`config.mk`:
```
export PLATFORM = sky130hd
export DESIGN_NAME = fetch_queue_flat
export DESIGN_NICKNAME = d
export VERILOG_FILES = /design/src/rtl/fetch_queue_pkg.sv /design/src/rtl/fetch_queue_if.sv /design/src/rtl/fetch_queue_ram.sv /design/src/rtl/fetch_queue.sv /design/src/flat_wrapper.sv
export SDC_FILE = /design/constraint.sdc
export NUM_CORES = 1
export LEC_CHECK = 0
export ABC_AREA = 1
export CORE_UTILIZATION = 43
export CTS_BUF_LIST = sky130_fd_sc_hd__clkbuf_16
export CTS_CLUSTER_DIAMETER = 120
export DETAILED_ROUTE_END_ITERATION = 16
export DONT_BUFFER_PORTS = 1
export GPL_ROUTABILITY_DRIVEN = 0
export GPL_TIMING_DRIVEN = 0
export PLACE_DENSITY = 0.65
export RECOVER_POWER = 50
export REMOVE_ABC_BUFFERS = 1
export SYNTH_ARGS = -nofsm -noshare
export SYNTH_HDL_FRONTEND = slang
export SYNTH_SLANG_ARGS = --single-unit
```
`constraint.sdc`:
```
create_clock -name i_clk -period 6.4 [get_ports i_clk]
set_input_delay 0.32 -clock i_clk [delete_from_list [all_inputs] [get_ports i_clk]]
set_output_delay 0.32 -clock i_clk [all_outputs]
set_load 0.005 [all_outputs]
```
`src/rtl/fetch_queue_pkg.sv`:
```
// fetch_queue_pkg: shared widths, constants and the stored fetch entry type.
package fetch_queue_pkg;
    localparam int INSTR_W = 32;
    localparam int ADDR_W = 32;
    localparam logic [INSTR_W-1:0] NOP_INSTR = 32'h0000_0000;
    localparam logic [ADDR_W-1:0] PC_INCR = 32'd4;

    typedef struct packed {
        logic [ADDR_W-1:0]  pc;
        logic [INSTR_W-1:0] instr;
    } entry_t;
endpackage

```
`src/rtl/fetch_queue_if.sv`:
```
// fetch_queue_if: fetch-side push and decode-side pop handshakes of the fetch queue.
interface fetch_queue_if #(
    parameter int DEPTH = 4
);
    import fetch_queue_pkg::*;
    logic                     in_valid;
    logic [ADDR_W-1:0]        in_pc;
    logic [INSTR_W-1:0]       in_instr;
    logic                     in_ready;
    logic                     out_valid;
    logic                     out_ready;
    logic [ADDR_W-1:0]        out_pc;
    logic [ADDR_W-1:0]        out_pc_plus4;
    logic [INSTR_W-1:0]       out_instr;
    logic                     out_misaligned;
    logic [$clog2(DEPTH):0]   count;

    modport master (
        output in_valid, in_pc, in_instr, out_ready,
        input  in_ready, out_valid, out_pc, out_pc_plus4, out_instr, out_misaligned, count
    );
    modport slave (
        input  in_valid, in_pc, in_instr, out_ready,
        output in_ready, out_valid, out_pc, out_pc_plus4, out_instr, out_misaligned, count
    );
endinterface

```
`src/rtl/fetch_queue_ram.sv`:
```
// fetch_queue_ram: DEPTH-entry register array, synchronous write, combinational read.
module fetch_queue_ram
    import fetch_queue_pkg::*;
#(
    parameter int DEPTH = 4,
    parameter int AW = $clog2(DEPTH)
) (
    input  logic          i_clk,
    input  logic          i_we,
    input  logic [AW-1:0] i_waddr,
    input  entry_t        i_wdata,
    input  logic [AW-1:0] i_raddr,
    output entry_t        o_rdata
);
    entry_t r_mem [DEPTH];

    always_ff @(posedge i_clk) begin
        if (i_we) r_mem[i_waddr] <= i_wdata;
    end

    assign o_rdata = r_mem[i_raddr];
endmodule

```
`src/rtl/fetch_queue.sv`:
```
// fetch_queue: fall-through FIFO of {PC, instruction} between fetch and decode.
// Ready doubles as the PC write-enable; flush drops everything on a redirect.
module fetch_queue
    import fetch_queue_pkg::*;
#(
    parameter int DEPTH = 4
) (
    input  logic i_clk,
    input  logic i_rst,
    input  logic i_flush,
    fetch_queue_if.slave bus
);
    localparam int AW = $clog2(DEPTH);
    localparam int CW = AW + 1;

    logic [AW-1:0] r_wptr, r_rptr;
    logic [CW-1:0] r_count;
    logic          w_in_ready, w_out_valid, w_push, w_pop;
    entry_t        w_rdata;

    assign w_in_ready  = !i_rst && (r_count < CW'(DEPTH));
    assign w_out_valid = !i_rst && (r_count != '0);
    assign w_push      = bus.in_valid && w_in_ready && !i_flush;
    assign w_pop       = w_out_valid && bus.out_ready && !i_flush;

    always_ff @(posedge i_clk) begin
        if (i_rst || i_flush) begin
            r_wptr  <= '0;
            r_rptr  <= '0;
            r_count <= '0;
        end else begin
            if (w_push) r_wptr <= r_wptr + 1'b1;
            if (w_pop) r_rptr <= r_rptr + 1'b1;
            r_count <= r_count + CW'(w_push) - CW'(w_pop);
        end
    end

    fetch_queue_ram #(.DEPTH(DEPTH), .AW(AW)) u_ram (
        .i_clk   (i_clk),
        .i_we    (w_push),
        .i_waddr (r_wptr),
        .i_wdata ('{pc: bus.in_pc, instr: bus.in_instr}),
        .i_raddr (r_rptr),
        .o_rdata (w_rdata)
    );

    // Empty queue presents PC 0 and a NOP so decode never sees stale storage.
    assign bus.in_ready       = w_in_ready;
    assign bus.out_valid      = w_out_valid;
    assign bus.out_pc         = w_out_valid ? w_rdata.pc : '0;
    assign bus.out_pc_plus4   = w_out_valid ? w_rdata.pc + PC_INCR : '0;
    assign bus.out_instr      = w_out_valid ? w_rdata.instr : NOP_INSTR;
    assign bus.out_misaligned = w_out_valid && (w_rdata.pc[1:0] != 2'b00);
    assign bus.count          = r_count;
endmodule

```
`src/flat_wrapper.sv`:
```
// flat-port wrapper written by rule: the top's interface ports become plain ports
module fetch_queue_flat import fetch_queue_pkg::*;
#(
    parameter int DEPTH = 4
)
  (i_clk, i_rst, i_flush, bus_in_valid, bus_in_pc, bus_in_instr, bus_out_ready, bus_in_ready, bus_out_valid, bus_out_pc, bus_out_pc_plus4, bus_out_instr, bus_out_misaligned, bus_count);
  fetch_queue_if #(.DEPTH(DEPTH)) bus_i ();
  input  logic i_clk;
  input  logic i_rst;
  input  logic i_flush;
  input wire logic [$bits(bus_i.in_valid)-1:0] bus_in_valid;
  input wire logic [$bits(bus_i.in_pc)-1:0] bus_in_pc;
  input wire logic [$bits(bus_i.in_instr)-1:0] bus_in_instr;
  input wire logic [$bits(bus_i.out_ready)-1:0] bus_out_ready;
  output wire logic [$bits(bus_i.in_ready)-1:0] bus_in_ready;
  output wire logic [$bits(bus_i.out_valid)-1:0] bus_out_valid;
  output wire logic [$bits(bus_i.out_pc)-1:0] bus_out_pc;
  output wire logic [$bits(bus_i.out_pc_plus4)-1:0] bus_out_pc_plus4;
  output wire logic [$bits(bus_i.out_instr)-1:0] bus_out_instr;
  output wire logic [$bits(bus_i.out_misaligned)-1:0] bus_out_misaligned;
  output wire logic [$bits(bus_i.count)-1:0] bus_count;
  assign bus_i.in_valid = bus_in_valid;
  assign bus_i.in_pc = bus_in_pc;
  assign bus_i.in_instr = bus_in_instr;
  assign bus_i.out_ready = bus_out_ready;
  assign bus_in_ready = bus_i.in_ready;
  assign bus_out_valid = bus_i.out_valid;
  assign bus_out_pc = bus_i.out_pc;
  assign bus_out_pc_plus4 = bus_i.out_pc_plus4;
  assign bus_out_instr = bus_i.out_instr;
  assign bus_out_misaligned = bus_i.out_misaligned;
  assign bus_count = bus_i.count;
  fetch_queue #(.DEPTH(DEPTH)) u_core (.i_clk(i_clk), .i_rst(i_rst), .i_flush(i_flush), .bus(bus_i));
endmodule
```
After elaboration in Yosys (flattened, before gate mapping)

Memory sizes are Yosys's and may differ from the RTL's. A register that Yosys moved wholly into a read port is not among the register bits.
Cells that the tools add are included.

Reductions and logical operators: 12
Add/subtract/negate cells: 5
$lt $le $gt $ge: 1
Multiplexer cells: 7

Operators with widths:

| operator              | count |
|---|---|
| $mux 32               | 3 |
| $add 32x3->32 const B | 1 |
| $logic_and 1x1->1     | 7 |
| $add 2x1->2 const B   | 2 |
| $mux 2                | 2 |
| $add 3x1->3           | 1 |
| $lt 3x3->1 const B    | 1 |
| $reduce_bool 3->1     | 1 |
| $sub 3x1->3           | 1 |
| $logic_not 1->1       | 2 |
| $mux 1                | 2 |
| $reduce_bool 2->1     | 1 |
| $logic_or 1x1->1      | 1 |

Bits in registers: 7
Memories kept: 1
Bits in writable memories: 256
Output and inout bits: 102
Logic and storage cells: 29
Input bits: 69

Memories:

| memory             | depth | width | read ports | clocked after Yosys merged registers in | wr ports | line                  | text |
|---|---|---|---|---|---|---|---|
| u_core.u_ram.r_mem | 4     | 64    | 1          | 1                                       | 1        | fetch_queue_ram.sv:15 | `entry_t r_mem [DEPTH];` |

Longest topological paths before layout

Gate-level depths: netlist of the first run.

Depth after elaboration: 6
Mapped depth: 15
Gate-level depth less buffers: 14

Cells and area by module

A second synthesis of the first run with hierarchy kept.

Cells, all modules: 1,385
Area, all modules: 12,559.5 um2

By module, submodules not included:

| module          | sequential area each (um2) | cells each | instances | area each (um2) |
|---|---|---|---|---|
| fetch_queue_ram | 7,687.4                    | 1,010      | 1         | 10,761.6 |
| fetch_queue     | 140.1                      | 375        | 1         | 1,798.0 |

Worst setup path before layout of the first run

OpenSTA, ideal clock, no wires.

Path type: input port to flip-flop
From: input port i_flush
To: memory u_core.u_ram.r_mem[0][0] (netlist name), enable pin
Stages: 5
Library setup time: 0.486 ns
Path buffers: 0
Path slack: 2.365 ns
Data arrival time: 3.548 ns
Path through: nor2_1 -> inv_1 -> nor2_1 -> inv_1 -> nor2_1

Cells in the longest elaborated chain, start to end: 4

Ends and longest elaborated chain:

| element                      | line                  | text |
|---|---|---|
| from (decl)                  | flat_wrapper.sv:10    | `input logic i_flush;` |
| $logic_not 1->1              | fetch_queue.sv:23     | `assign w_push = bus.in_valid && w_in_ready && !i_flush;` |
| $logic_and 1x1->1            | fetch_queue.sv:23     |  |
| named net u_core.u_ram.i_we  | fetch_queue_ram.sv:9  | `input logic i_we,` |
| $mux 1                       | fetch_queue_ram.sv:18 | `if (i_we) r_mem[i_waddr] <= i_wdata;` |
| $mux 1 (implied by the code) | fetch_queue_ram.sv:18 |  |
| to (decl)                    | fetch_queue_ram.sv:15 |  |

The timed path passes the listed nets, and every way through them passes these cells.

==> results of run 1 <==
[final cells by class]
type	count	area (um2)	area share
repair buffers	78	966	0.0687
flip-flops and latches	265	7880	0.560
diodes	3	7.51	0.000534
clock buffers	27	676	0.0480
well taps	372	465	0.0331
inverters	56	215	0.0153
multi-input cells	850	3650	0.260
clock inverters	21	204	0.0145
[layout by cell type (no fill, tap or decap), types with 2 or more instances in the layout]
master / instances
dfxtp_1: 7
nor2_4: 4
nor2_2: 8
ha_1: 7
xor2_1: 3
o211ai_1: 3
nor2_1: 241
a21oi_1: 57
diode_2: 3
o21ai_0: 84
nand2_2: 6
inv_4: 2
buf_12: 8
nand3_1: 68
dlygate4sd3_1: 64
dfxtp_4: 2
buf_16: 6
clkinvlp_4: 3
nor3_1: 4
edfxtp_1: 256
bufinv_16: 4
nand2_1: 355
inv_1: 60
or2_2: 4
clkinv_2: 3
clkinv_1: 4
o22ai_1: 2
clkbuf_16: 27
[worst max-delay path, cell delays in order, from the launching register on]
cell and delay, ps:
dfxtp_4 540, inv_4 490, buf_16 340, nand2_1 90, nand3_1 80, nand2_1 210
inv_1 170, nand2_1 100, nor2_2 150, nand2_1 110, nor2_4 140, nand2_1 70
nand2_1 60, inv_1 40, nor2_1 170
[per-stage QoR]
step	hold slack, ps	TNS (ps)	setup WS, ps	cell area [um2]
after CTS	10.9	0	2700	14100
final	31.7	0	2780	14100
after global placement	419	-275320	-3050	12200
after global routing	38.2	0	2470	14100
after floorplan	419	0	750	11700
after detailed placement	419	0	3270	12600
[synth_stat cells (2+ instances only)]
library cell,n,area (um2)
nand2_1,355,1330
edfxtp_1,256,7690
nor2_1,242,908
o21ai_0,84,420
nand3_1,68,340
a21oi_1,57,285
inv_1,54,203
buf_2,24,120
clkbuf_1,15,56.3
buf_1,9,33.8
dfxtp_1,9,180
buf_4,8,60.1
nor2_2,8,50.1
ha_1,7,87.6
nand2_2,6,37.5
or2_2,5,31.3
buf_6,4,45.0
nor3_1,4,20.0
nor2_4,3,33.8
o211ai_1,3,22.5
xor2_1,3,26.3
inv_2,2,7.51
o22ai_1,2,12.5
[where the power goes]
part | internal, W | switching (W) | total, W
combinational | 0.0000485 | 0.0000770 | 0.000126
sequential | 0.00192 | 0.00000425 | 0.00192
clock | 0.000923 | 0.000621 | 0.00154
total | 0.00289 | 0.000703 | 0.00359
[flip-flops by register name (all words and copies together), names as in the netlist, named ones only]
name                count
u_core.bus.count        3
u_core.u_ram.r_mem    256
u_core.r_wptr           2
u_core.r_rptr           2
[worst max-delay path by stage]
stage,end,slack [ps],depth (start not counted)
2_1_floorplan,bus_out_pc_plus4[26],750,13
3_3_place_gp,bus_out_pc_plus4[26],-3050,13
3_5_place_dp,bus_out_pc_plus4[26],3270,14
4_1_cts,bus_out_pc_plus4[26],2700,14
5_1_grt,bus_out_pc_plus4[26],2470,14
6_report,bus_out_pc_plus4[26],2780,14
[repair_timing]
action | CTS | global route
endpoints found under the hold margin | 256 | 0
hold buffers | 64 | 0
resized for setup | 0 | 0
[layer usage]
layer  vias to the layer above  wire length [um]
li1                       4202                 -
met1                      3926             11600
met2                       261             13200
met3                        40              2030
met4                         0               435
met5                         -                 0
[cell families (layout without fill, tap and decap cells)]
logic type | Yosys count | count (layout) | share of synthesized area
AOI/OAI and AO/OA | 147 | 147 | 0.0624
xor gates and xnor gates | 3 | 3 | 0.00218
adders and majority gates | 8 | 8 | 0.00894
buffers and inverters | 116 | 182 | 0.0437
DFF | 265 | 265 | 0.654
other | 0 | 3 | 0
and+or+nand+nor | 692 | 692 | 0.229
==> metrics.txt, run 1 <==
Synth Instances=~1,200; total number of yosys warnings=0; final cycle utilization of the critical path=0.566; area added between synthesis and finish=16.8%; grt ovf=0; RSZ-0062 raised after global routing=false; I/O Pins=between 150 and 200; clk_skew=between 7 and 8 ps; total vias in the final route=8,429; CP Launch Type=flip-flop; Clk pin slew, worst setup/hold paths=~60 ps; Seq cells post-synth=265; post-synth cell types=26; CTS Sinks=~270; worst reg2reg startpoint=u_core.bus.count[2]$_SDFF_PP0_; Setup crit end kind=primary output; largest net degree at the start of global routing=90; required time of the critical path=6080 ps; clock buffer depth=3; TritonCTS clock tree=built; Routed WL=roughly 27 mm; Die X=approximately 170 um; Syn Area/Cell=between 9 and 10 um2; Pwr Total=between 0.003 and 0.004 W; Initial Util=0.443; placed cells=approximately 1,600; clock root buffer=clkbuf_16; Pwr Density=256 nW/um2; # rows=60; r2r endpoint=u_core.u_ram.r_mem[3][24]$_DFFE_PP_; routed len/inst=16.3 um; initial antenna violation count=3; worst-margin pin slew=around 2200 ps; Clock Latency Late Sink=approximately 530 ps; worst hold path stage count=3; Main synth FF type=edfxtp_1; Final Hold Fails=0; detailed placer's ending HPWL=~17 mm; core area=~27,000 um2; die height=between 150 and 200 um; GR peak layer=met2; nets@finish=between 1,000 and 1,500; I/O Buffers=0; drt first pass iters=5; Layout Utilization=0.517; fraction of layout cells with a size suffix above 1=0.0609; Lkg Pwr=around 5.3 nW; maxcap violations=3; Tmin final=~3600 ps; die area=28,700 um2; HP Class=in -> reg; Post-synth EDFFs=between 200 and 300; DRT iter0 DRCs=487; Hold EP=u_core.r_wptr[1]$_SDFFE_PP0N_; met2 capacity usage during global routing=0.330; r2r setup slk=approximately 3200 ps; number of vias per cell=around 5.0; Seq/Total Area, Yosys=0.654; mapped cell area=approximately 12,000 um2; CTS H-tree depth=1; HP Start=i_rst; Slew headroom=-0.449; failing checks=capacitance limit, slew limit; Post-Layout Cell Count=~1,700; setup violators final=0; Crit path arrival time=between 3000 and 4000 ps; Max Fclk=276 MHz; maximum VDD drop=roughly 0.00024 V; GR Util met3=0.0382; critical-path maximum fanout=slightly below 90; met1 global-route usage=0.240; global-route usage over all layers=0.189; Synth async-reset ratio=0; TritonCTS buffer count=27; outcome=finished with violations; reg2reg path depth=7; vias in the first global route=a little under 8,000; Post-CTS Setup Repair Bufs=0; drt drc=0; Filler cells=around 2,400; global-route wire length before repair=approximately 42 mm; critical path class=reg -> out; remaining antenna violation count=0; Max Slew Vio Count=48
Power figures use the tool's default switching activity.
==> run 2: changes to the inputs <==
- clock period: 6.4 -> 3.59 ns (I/O delays scaled with it)
==> run 2 against run 1 <==
Effect of this change:
- the run now ends clean
- global-route usage is essentially flat
- hold slack gained 320 ps
- final cell count grew 0.36%
- die area is the same
- non-clock buffer count grew 6
- largest cell class unchanged
==> metrics.txt, run 2 (synthesis results as in run 1) <==
outcome=finished clean; pre-CTS setup slack=603 ps (-2670 ps); remaining antenna violation count=0 (unchanged); core area=27,200 um2 (unchanged); vias in the first global route=7,872 (+0.50%); Slew headroom=0.291 (+0.741); r2r setup slk=1080 ps (-2070 ps); worst hold path stage count=1 (-2); number of vias per cell=5.06 (+0.33%); CTS Sinks=265 (unchanged); final setup TNS=0 ps (unchanged); Pwr Total=0.00641 W (+78%); Hold EP=u_core.u_ram.r_mem[2][55]$_DFFE_PP_; r2r endpoint=u_core.u_ram.r_mem[1][53]$_DFFE_PP_; required time of the critical path=3410 ps (-2670 ps); Die X=169 um (unchanged); final cycle utilization of the critical path=0.920; Max Slew Vio Count=0 (-100%); fraction of layout cells with a size suffix above 1=0.0637 (+0.00279); Layout Utilization=0.521 (+0.00331); total vias in the final route=8,487 (+0.69%); Max Fclk=303 MHz; CTS H-tree depth=1 (unchanged); critical path class=reg -> out; Pwr Density=453 nW/um2 (+77%); global-route wire length before repair=42.0 mm (+0.30%); area added between synthesis and finish=17.6%; initial antenna violation count=3 (unchanged); nets@finish=1,361 (+0.44%); commonest non-fill, non-tap cells in the layout=nand2_1 (355), edfxtp_1 (256), nor2_1 (238); detailed placer's ending HPWL=16.8 mm (unchanged); global-route usage over all layers=0.189 (+0.000421); Largest register FFs=256 (unchanged); worst reg2reg startpoint=u_core.bus.count[2]$_SDFF_PP0_; worst-margin pin slew=1060 ps (-1100 ps); HP Start=bus_in_pc[23]; Filler cells=2,384 (-1.1%); clock buffer depth=3 (unchanged); maxcap violations=0 (-3); clock root buffer=clkbuf_16; I/O Pins=171 (unchanged); drt drc=0 (unchanged); RSZ-0062 raised after global routing=false; most common cell after layout, fill and taps aside=nand2_1; HP Class=in -> reg; Routed WL=27.7 mm (+1.4%); Lkg Pwr=5.30 nW (+0.56%); clk_skew=7.77 ps (+0.0722 ps); drt first pass iters=7 (+2); maximum VDD drop=0.000430 V (+79%); I/O Buffers=0 (unchanged); Tmin final=3300 ps; grt ovf=0 (unchanged); routed len/inst=16.5 um (+1.0%); Clock Latency Late Sink=530 ps (about the same); Crit path arrival time=3120 ps (-180 ps); Final Hold Fails=0 (unchanged); largest net degree at the start of global routing=90 (unchanged); # rows=60 (unchanged); TritonCTS clock tree=built; die height=169 um (unchanged); die area=28,700 um2 (unchanged); Clk pin slew, worst setup/hold paths=60 ps (about the same); setup violators final=0 (unchanged); Setup crit end kind=primary output; TritonCTS buffer count=27 (unchanged); critical-path maximum fanout=89 (unchanged); register name with the most flops=u_core.u_ram.r_mem; reg2reg path depth=7 (unchanged); Initial Util=0.443 (unchanged); CP Launch Type=flip-flop; DRT iter0 DRCs=497 (+2.1%); Final WS setup=288 ps (-2490 ps)
[run 2: cell count changes in the layout (fill, tap and decap cells not counted), sizes merged]
| cell | delta |
|---|---|
| buf | +1 |
| dlygate4sd3 | +5 |
[run 2: critical path: stages (launching register included)]
cell and delay [ps]:
dfxtp_4 480, inv_6 360, buf_16 320, nand2_1 90, nand3_1 80, nand2_1 210, inv_1 170, nand2_1 100
nor2_2 150, nand2_1 110, nor2_4 150, nand2_1 70, nand2_1 60, inv_1 40, nor2_1 170
[run 2: metal layers]
layer / up-vias / global-route usage / wire length (um)
met5: - / 0 / 0
met1: 3965 / 0.240 / 12000
li1: 4216 / - / -
met3: 42 / 0.0373 / 1830
met4: 0 / 0.0458 / 451
met2: 264 / 0.332 / 13400
[run 2: what timing repair did]
| action | in CTS | in global routing |
|---|---|---|
| endpoints found under the setup margin | 0 | 19 |
| setup buffers | 0 | 1 |
| hold endpoints to repair | 265 | 0 |
| hold buffers | 69 | 0 |
| resized for setup | 0 | 1 |
[run 2: through the flow]
step	area, um2	instances	hold WS [ps]
finish	14200	1678	348
global route	14200	1677	328
CTS	14100	1674	319
detailed placement	12600	1557	279
global placement	12200	1543	278
floorplan	11700	1171	278
[run 2: worst max-delay path by stage]
| stage | slack, ps | start | to |
|---|---|---|---|
| floorplan | -1920 | flip-flop | bus_out_pc_plus4[26] |
| CTS | 30 | flip-flop | bus_out_pc_plus4[26] |
| finish | 290 | flip-flop | bus_out_pc_plus4[26] |
| global placement | -5720 | flip-flop | bus_out_pc_plus4[26] |
| global route | 30 | flip-flop | bus_out_pc_plus4[26] |
| detailed placement | 600 | flip-flop | bus_out_pc_plus4[26] |
[run 2: power by group]
group | leakage [nW] | internal, W | switching [W]
Sequential | 2.39 | 0.00342 | 0.00000745
Combinational | 2.47 | 0.0000900 | 0.000140
Clock | 0.444 | 0.00165 | 0.00111
Total | 5.30 | 0.00516 | 0.00125
[run 2: cell type report]
class	count	area, um2	share of cell area
Sequential cell	265	7880	0.556
Multi-Input combinational cell	850	3670	0.259
Timing Repair Buffer	84	1040	0.0732
Clock buffer	27	676	0.0477
Tap cell	372	465	0.0329
Inverter	56	218	0.0154
Clock inverter	21	204	0.0144
Antenna cell	3	7.51	0.000530
